<file path="config.mk">
export PLATFORM = sky130hd
export DESIGN_NAME = dec_scan_seq
export DESIGN_NICKNAME = d
export VERILOG_FILES = /design/src/rtl/dec_scan_pkg.sv /design/src/rtl/dwell_timer.sv /design/src/rtl/dec_scan_seq.sv
export SDC_FILE = /design/constraint.sdc
export NUM_CORES = 1
export LEC_CHECK = 0
export CAP_MARGIN = 20
export CORE_UTILIZATION = 57
export CTS_CLUSTER_DIAMETER = 30
export DETAILED_ROUTE_END_ITERATION = 16
export GPL_TIMING_DRIVEN = 0
export PLACE_DENSITY = 0.92
export SYNTH_ARGS = -nofsm -noshare
export SYNTH_HDL_FRONTEND = slang
export SYNTH_SLANG_ARGS = --single-unit
</file>
<file path="constraint.sdc">
create_clock -name clk -period 5.05 [get_ports clk]
set_input_delay 1.2625 -clock clk [delete_from_list [all_inputs] [get_ports clk]]
set_output_delay 1.2625 -clock clk [all_outputs]
set_load 0.03 [all_outputs]
</file>
<file path="src/rtl/dec_scan_pkg.sv">
// Shared types for the decoder scan sequencer: FSM states, latched sweep
// configuration and the address stepping helper.
package dec_scan_pkg;

    localparam int ADDR_W = 4;

    typedef enum logic [1:0] {
        IDLE,
        RUN,
        PAUSE,
        DONE
    } state_t;

    typedef struct packed {
        logic [ADDR_W-1:0] first;
        logic [ADDR_W-1:0] last;
        logic              dir;
        logic              cont;
    } cfg_t;

    // Addresses wrap mod 2^ADDR_W in both directions
    function automatic logic [ADDR_W-1:0] step_addr(input logic [ADDR_W-1:0] a,
                                                    input logic              down);
        return down ? (a - ADDR_W'(1)) : (a + ADDR_W'(1));
    endfunction

endpackage

</file>
<file path="src/rtl/dwell_timer.sv">
// Counts enabled cycles on the current address; expire flags the D-th one.
module dwell_timer
    import dec_scan_pkg::*;
#(
    parameter int DWELL_W = 4
) (
    input  logic               clk,
    input  logic               rst,
    input  logic               load,
    input  logic               hold,
    input  logic [DWELL_W-1:0] d,
    output logic               expire
);

    logic [DWELL_W-1:0] cnt;

    always_ff @(posedge clk) begin
        if (rst) begin
            cnt <= '0;
        end else if (load) begin
            cnt <= '0;
        end else if (!hold) begin
            cnt <= cnt + DWELL_W'(1);
        end
    end

    // d is never zero here, so d-1 is the index of the final dwell cycle
    assign expire = (cnt == (d - DWELL_W'(1)));

endmodule

</file>
<file path="src/rtl/dec_scan_seq.sv">
// Sweeps the 4-to-16 decoder address range, holding each address for a
// programmable dwell, with pause, abort, single-sweep and continuous modes.
module dec_scan_seq
    import dec_scan_pkg::*;
#(
    parameter int DWELL_W = 4
) (
    input  logic               clk,
    input  logic               rst,
    input  logic               start,
    input  logic               pause,
    input  logic               abort,
    input  logic               continuous,
    input  logic               dir,
    input  logic [ADDR_W-1:0]  first,
    input  logic [ADDR_W-1:0]  last,
    input  logic [DWELL_W-1:0] dwell,
    output logic [ADDR_W-1:0]  w,
    output logic               e,
    output logic               busy,
    output logic               done,
    output logic               wrap
);

    state_t             state_q, state_d;
    cfg_t               cfg_q;
    logic [DWELL_W-1:0] d_q;
    logic [ADDR_W-1:0]  w_d;
    logic               e_d, wrap_d;
    logic               load, hold, expire, adv, cfg_ld;

    dwell_timer #(.DWELL_W(DWELL_W)) u_timer (
        .clk    (clk),
        .rst    (rst),
        .load   (load),
        .hold   (hold),
        .d      (d_q),
        .expire (expire)
    );

    // A pause landing on the final dwell cycle freezes the count at expiry so
    // the deferred advance fires on resume without an extra enabled cycle.
    assign hold = (state_q != RUN) || (pause && expire);

    assign busy = (state_q == RUN) || (state_q == PAUSE);
    assign done = (state_q == DONE);

    always_ff @(posedge clk) begin
        if (rst) begin
            state_q <= IDLE;
            w       <= '0;
            e       <= 1'b0;
            wrap    <= 1'b0;
        end else begin
            state_q <= state_d;
            w       <= w_d;
            e       <= e_d;
            wrap    <= wrap_d;
        end
    end

    always_ff @(posedge clk) begin
        if (cfg_ld) begin
            cfg_q <= '{first: first, last: last, dir: dir, cont: continuous};
            d_q   <= (dwell == '0) ? DWELL_W'(1) : dwell;
        end
    end

    always_comb begin
        state_d = state_q;
        w_d     = w;
        e_d     = e;
        wrap_d  = 1'b0;
        load    = 1'b0;
        cfg_ld  = 1'b0;
        adv     = 1'b0;
        if (abort) begin
            state_d = IDLE;
            e_d     = 1'b0;
        end else begin
            case (state_q)
                IDLE: begin
                    e_d = 1'b0;
                    if (start) begin
                        cfg_ld  = 1'b1;
                        load    = 1'b1;
                        w_d     = first;
                        e_d     = 1'b1;
                        state_d = RUN;
                    end
                end
                RUN: begin
                    if (pause) begin
                        state_d = PAUSE;
                        e_d     = 1'b0;
                    end else if (expire) begin
                        adv = 1'b1;
                    end
                end
                PAUSE: begin
                    if (!pause) begin
                        if (expire) begin
                            adv = 1'b1;
                        end else begin
                            state_d = RUN;
                            e_d     = 1'b1;
                        end
                    end
                end
                DONE: begin
                    state_d = IDLE;
                    e_d     = 1'b0;
                end
                default: begin
                    state_d = IDLE;
                    e_d     = 1'b0;
                end
            endcase

            if (adv) begin
                load = 1'b1;
                if (w != cfg_q.last) begin
                    w_d     = step_addr(w, cfg_q.dir);
                    e_d     = 1'b1;
                    state_d = RUN;
                end else if (cfg_q.cont) begin
                    w_d     = cfg_q.first;
                    wrap_d  = 1'b1;
                    e_d     = 1'b1;
                    state_d = RUN;
                end else begin
                    e_d     = 1'b0;
                    state_d = DONE;
                end
            end
        end
    end

endmodule

</file>
# Word level (Yosys, flattened, before mapping)
# Index checks and enable logic that the tools add are counted.
# Widths: inputs -> output; s select.
[classes]
n_addsub = 4
n_eq_ne = 10
mux = 30
n_bitwise = 1
reduce_logical = 11
[ops]
columns = ["op", "count"]
rows = [
  ["$mux 4", 6],
  ["$mux 1", 15],
  ["$mux 2", 7],
  ["$ne 3x2->1 const B", 3],
  ["$add 4x1->4 const B", 2],
  ["$pmux 2 s4", 1],
  ["$sub 4x1->4 const B", 2],
  ["$reduce_or 2->1", 3],
  ["$eq 2x2->1 const B", 2],
  ["$eq 4x4->1", 1],
  ["$logic_not 4->1", 1],
  ["$ne 4x4->1", 1],
  ["$pmux 1 s4", 1],
  ["$reduce_and 4->1", 1],
  ["$reduce_or 4->1", 1],
  ["$ne 3x3->1 const B", 1],
  ["$reduce_and 3->1", 1],
  ["$eq 2x1->1 const B", 1],
  ["$logic_not 2->1", 1],
  ["$logic_or 1x1->1", 2],
  ["$ne 2x1->1 const B", 1],
  ["$logic_and 1x1->1", 1],
  ["$not 1->1", 1],
]
[word_totals]
reg_bits = 26
in_bits = 19
output_inout_bits = 8
wordCells = 66

# Depth between registers and ports, before layout
[depth]
word_depth = 9
mapped_depth = 8
ltp_nobuf = 7

# Modules after synthesis
# Synthesis repeated with hierarchy kept, for this count alone.
[hier_totals]
hier_cells = 144
hier_area_um2 = 1498.9
[modules_own_cells]
columns = ["module", "instances", "cells_each", "area_per_inst_um2", "seq_area_each_um2"]
rows = [
  ["dec_scan_seq", 1, 118, 1246.2, 580.6],
  ["dwell_timer", 1, 26, 252.7, 80.1],
]

# Worst setup path after synthesis
# No wires, ideal clock.
[synth_path]
kind = "input to register"
startpoint = "input port start"
endpoint = "register cfg_q[0] in the netlist's numbering, enable pin"
setup_time_ns = 0.385
t_arrival_ns = 2.004
t_required_ns = 4.665
slack_ns = 2.662
stages = 2
path_buffers = 0
path_cell_list = "nand2_1 > nor2_1"
[synth_between]
elab_chain_len = 3
[synth_lines]
columns = ["element", "line_no", "source"]
rows = [
  ["from (decl)", "dec_scan_seq.sv:10", "input logic start,"],
  ["$mux 1", "dec_scan_seq.sv:84", "if (start) begin"],
  ["$mux 1", "dec_scan_seq.sv:81", "case (state_q)"],
  ["$mux 1", "dec_scan_seq.sv:77", "if (abort) begin"],
  ["named net cfg_ld", "dec_scan_seq.sv:30", "logic load, hold, expire, adv, cfg_ld;"],
  ["to (signal assigned)", "dec_scan_seq.sv:64", "cfg_q <= '{first: first, last: last, dir: dir, cont: continuous};"],
  ["to (decl)", "dec_scan_seq.sv:26", "cfg_t cfg_q;"],
]
# The timed path passes the listed nets, and every way through them passes these cells.
# A chain may end at the register's enable or synchronous reset.

# Final worst setup path
[layout_path]
startpoint = "register state_q[0]"
endpoint = "output port busy"
[layout_between]
elab_chain_len = 2
elab_cells_between_ends = 3
cone_classes = "2 x eq/ne; 1 x reduce/logical"
[layout_lines]
columns = ["element", "line_no", "source"]
rows = [
  ["from (decl)", "dec_scan_seq.sv:25", "state_t state_q, state_d;"],
  ["from (signal assigned)", "dec_scan_seq.sv:55", "state_q <= state_d;"],
  ["$eq 2x1->1 or $eq 2x2->1 (tied branches)", "dec_scan_seq.sv:45", "assign busy = (state_q == RUN) || (state_q == PAUSE);"],
  ["$logic_or 1x1->1 (*)", "dec_scan_seq.sv:45", ""],
  ["to (decl)", "dec_scan_seq.sv:20", "output logic busy,"],
]
# Every way passes the cells marked *; elsewhere a longest branch is shown, timed or not.

==> impl_metrics.py <==
metrics = {
    "logic_synthesis": {
        "synthesis.instances": 151,
        "ys_warn_count": 0,
        "number_of_synthesized_flops_with_an_enable_pin": 14,
        "post_synthesis_instance_area_mm2": 0.00166,
        "synthesis.area_per_instance_um2": 11.0,
        "synth_top_cell_by_area": "edfxtp_1",
        "synth_top_cells_by_area": "edfxtp_1, dfxtp_1, ha_1",
        "number_of_distinct_library_cell_variants_in_the_gate_level_netlist_after_synthesis": 48,
        "postSynthRegisterBits": 26,
        "syn-num-nets": 181,
        "ys_async_sr_fraction_pct": 0,
        "share_of_synthesized_area_occupied_by_flip_flops_and_latches_pct": 39.8,
        "synth_top_cell_area_share_pct": 25.4,
        "synth-main-ff-cell": "edfxtp_1",
    },
    "cells_and_area": {
        "finalInstanceArea_mm2": 0.00199,
        "final-seq-area_um2": 661,
        "inserted_diodes": 0,
        "nets": 213,
        "fin_cells": 213,
        "area_growth_pct": 20.3,
        "drive_above_1_share_pct": 9.89,
        "area_of_the_multi_input_gates_um2": 937,
        "layout.filler_cells": 189,
    },
    "floorplan": {
        "std_cell_rows": 19,
        "pin_count": 27,
        "core_area_mm2": 0.00276,
        "dieWidth_um": 55.9,
        "die_y_um": 55.9,
        "initial_utilization_pct": 60.1,
        "dieArea_mm2": 0.00313,
    },
    "global_route": {
        "use_met2_pct": 41.7,
        "globalRoute.busiestLayer": "met2",
        "number_of_global_route_vias_before_repair": 1279,
        "grt_max_degree": 15,
        "grt_pass1_wl_mm": 5.64,
        "antenna_violations_before_repair": 0,
        "global_route_met1_utilization_pct": 27.5,
        "globalRouteMet3Util_pct": 6.05,
        "overflow": 0,
        "grt_use_total_pct": 23.2,
    },
    "clock_network": {
        "clock_insertion_delay_worst_skew_ps": 330,
        "holdBufCountCts": 0,
        "htree_num_levels": 1,
        "clock_sink_count": 26,
        "clk_pin_slew_worst_paths_ps": 150,
        "cts_inserted_buffers": 3,
        "cts_root_buffer": "clkbuf_4",
        "max-clock-path-buffers": 2,
        "tritoncts": "yes",
        "cts_repair_resize_count": 0,
        "cts_setup_buffers": 0,
    },
    "setup_path": {
        "worst_setup_path_start_kind": "flop",
        "critical_path_required_ps": 3790,
        "path_class": "flop to output port",
        "crit_path_max_fanout": 5,
        "worstPathArrival_ps": 1870,
        "reg2reg_setup_slack_ps": 2970,
        "worstSetupEndpointType": "output port",
    },
    "routing": {
        "totalWireLength_mm": 3.38,
        "first_pass_iters": 4,
        "antenna_viol_nets_final": 0,
        "drc_violations": 0,
        "wl_per_cell_um": 15.9,
        "dr_total_vias": 1284,
        "detailedRoute.firstIterationViolations": 85,
        "via_per_inst": 6.03,
    },
    "job": {
        "drv.max_cap_violation_count": 0,
    },
    "timing": {
        "final_min_period_over_clock_period_pct": 62.0,
        "setup_repair_after_global_routing_missed_its_margin": "no",
        "fin_crit_ps": 3130,
        "setup_violations": 0,
        "report.final.slew_viol_count": 0,
        "worst_slew_margin_rel_pct": 66.5,
        "timing_worst_slew_pin_value_ps": 499,
        "finClkSkew_ps": 20.9,
        "finalSetupTns_ps": 0,
        "fmax_mhz": 319,
        "timing_hold_violations_final": 0,
    },
    "power_and_ir_drop": {
        "max-vdd-ir-drop_mv": 0.293,
        "pwr_density_cell_mw_per_mm2": 215,
        "total_leakage_power_nw": 0.723,
        "totalPowerFinal_w": 0.000429,
    },
    "placed_design": {
        "place.gp.congestion": 0.841,
        "hpwl_mm": 2.50,
        "placement.io_buffers": 26,
        "placed_area_mm2": 0.00196,
        "post-place-cells": 208,
    },
    "min_path": {
        "timing.hold.worst.class": "flop to flop",
    },
    "status": {
        "outcome": "complete, no violations",
    },
}
-- state kept, by name, indices dropped and copies added, names as in the netlist --
signal	flops
e	1
state_q	2
cfg_q	10
d_q	4
wrap	1
w	4
u_timer.cnt	4
-- worst paths after layout --
check | from | endpoint | cells past startpoint
setup / recovery | state_q[0]$_SDFFE_PP0P_ | busy | 3
hold reg to reg | state_q[1]$_SDFFE_PP0P_ | state_q[1]$_SDFFE_PP0P_ | 2
setup reg to reg | d_q[0]$_SDFFCE_PN1P_ | w[0]$_SDFFE_PP0N_ | 8
hold / removal | state_q[1]$_SDFFE_PP0P_ | state_q[1]$_SDFFE_PP0P_ | 2
-- stage by stage --
step                hold WS [ps]  worst slack [ps]  util [%]
finish                       565              1920      72.3
global route                 607              1870      72.3
CTS                          567              1930      71.9
detailed placement           548              1760      71.0
global placement             514              1810      71.0
floorplan                    489              2660         -
-- power breakdown --
part	internal, W	leakage, nW	switching [W]
clock	0.0000290	0.0154	0.0000611
combinational	0.0000458	0.479	0.0000505
sequential	0.000233	0.228	0.00000989
-- cells in the final DEF (no fill, tap or decap), types with 4 or more instances in the layout --
cell type and n:
ha_1 10, nand2_1 8, xor2_1 8, inv_1 10
edfxtp_1 14, dfxtp_1 12, a21oi_1 5, clkdlybuf4s50_1 26
nor2b_1 6, nor2_1 7, nand3_1 6, mux2i_1 4
o21ai_0 4
-- critical path, cell delays in order, from the launching register on --
cell	delay, ps
dfxtp_1	450
inv_1	110
ha_1	320
clkdlybuf4s50_1	670
-- logic make-up (layout without fill, tap and decap cells) --
group	count (synthesis)	count (layout)	share of synthesized area, %
AND/OR/NAND/NOR	50	50	19.8
AO/OA/AOI/OAI	31	31	14.0
flip-flops	26	26	39.8
XOR/XNOR	14	14	10.9
buffers and inverters	14	45	3.62
adder cells (fa/ha/maj)	11	11	8.75
multiplexers	5	5	3.09
-- synthesized netlist by cell type (all sizes together), types with 2 or more instances --
master   count
a21oi        5
o21ai        6
nand3b       2
nor3         4
edfxtp      14
xnor2        4
mux2i        4
nand2        8
and3         2
a2bb2oi      2
xor2         9
inv         10
nor2         7
ha          10
o211ai       2
dfxtp       12
clkbuf       3
nand2b       3
a211oi       3
o31ai        2
or2          3
nand3        7
nor2b        6
a31oi        4
o2111ai      3
or3b         3
-- layer usage --
metal  up-vias  routed length, um
met3         6                212
met1       610               1400
met5         -                  0
li1        609                  -
met4         0                 46
met2        59               1720
-- cell type report --
type	instances	share of cell area, %
clock inverters	1	0.188
well taps	31	1.94
plain buffers	4	1.13
clock buffers	3	1.13
multi-input cells	111	47.0
flip-flops and latches	26	33.1
repair buffers	27	13.6
inverters	10	1.88
Power figures use the tool's default switching activity.
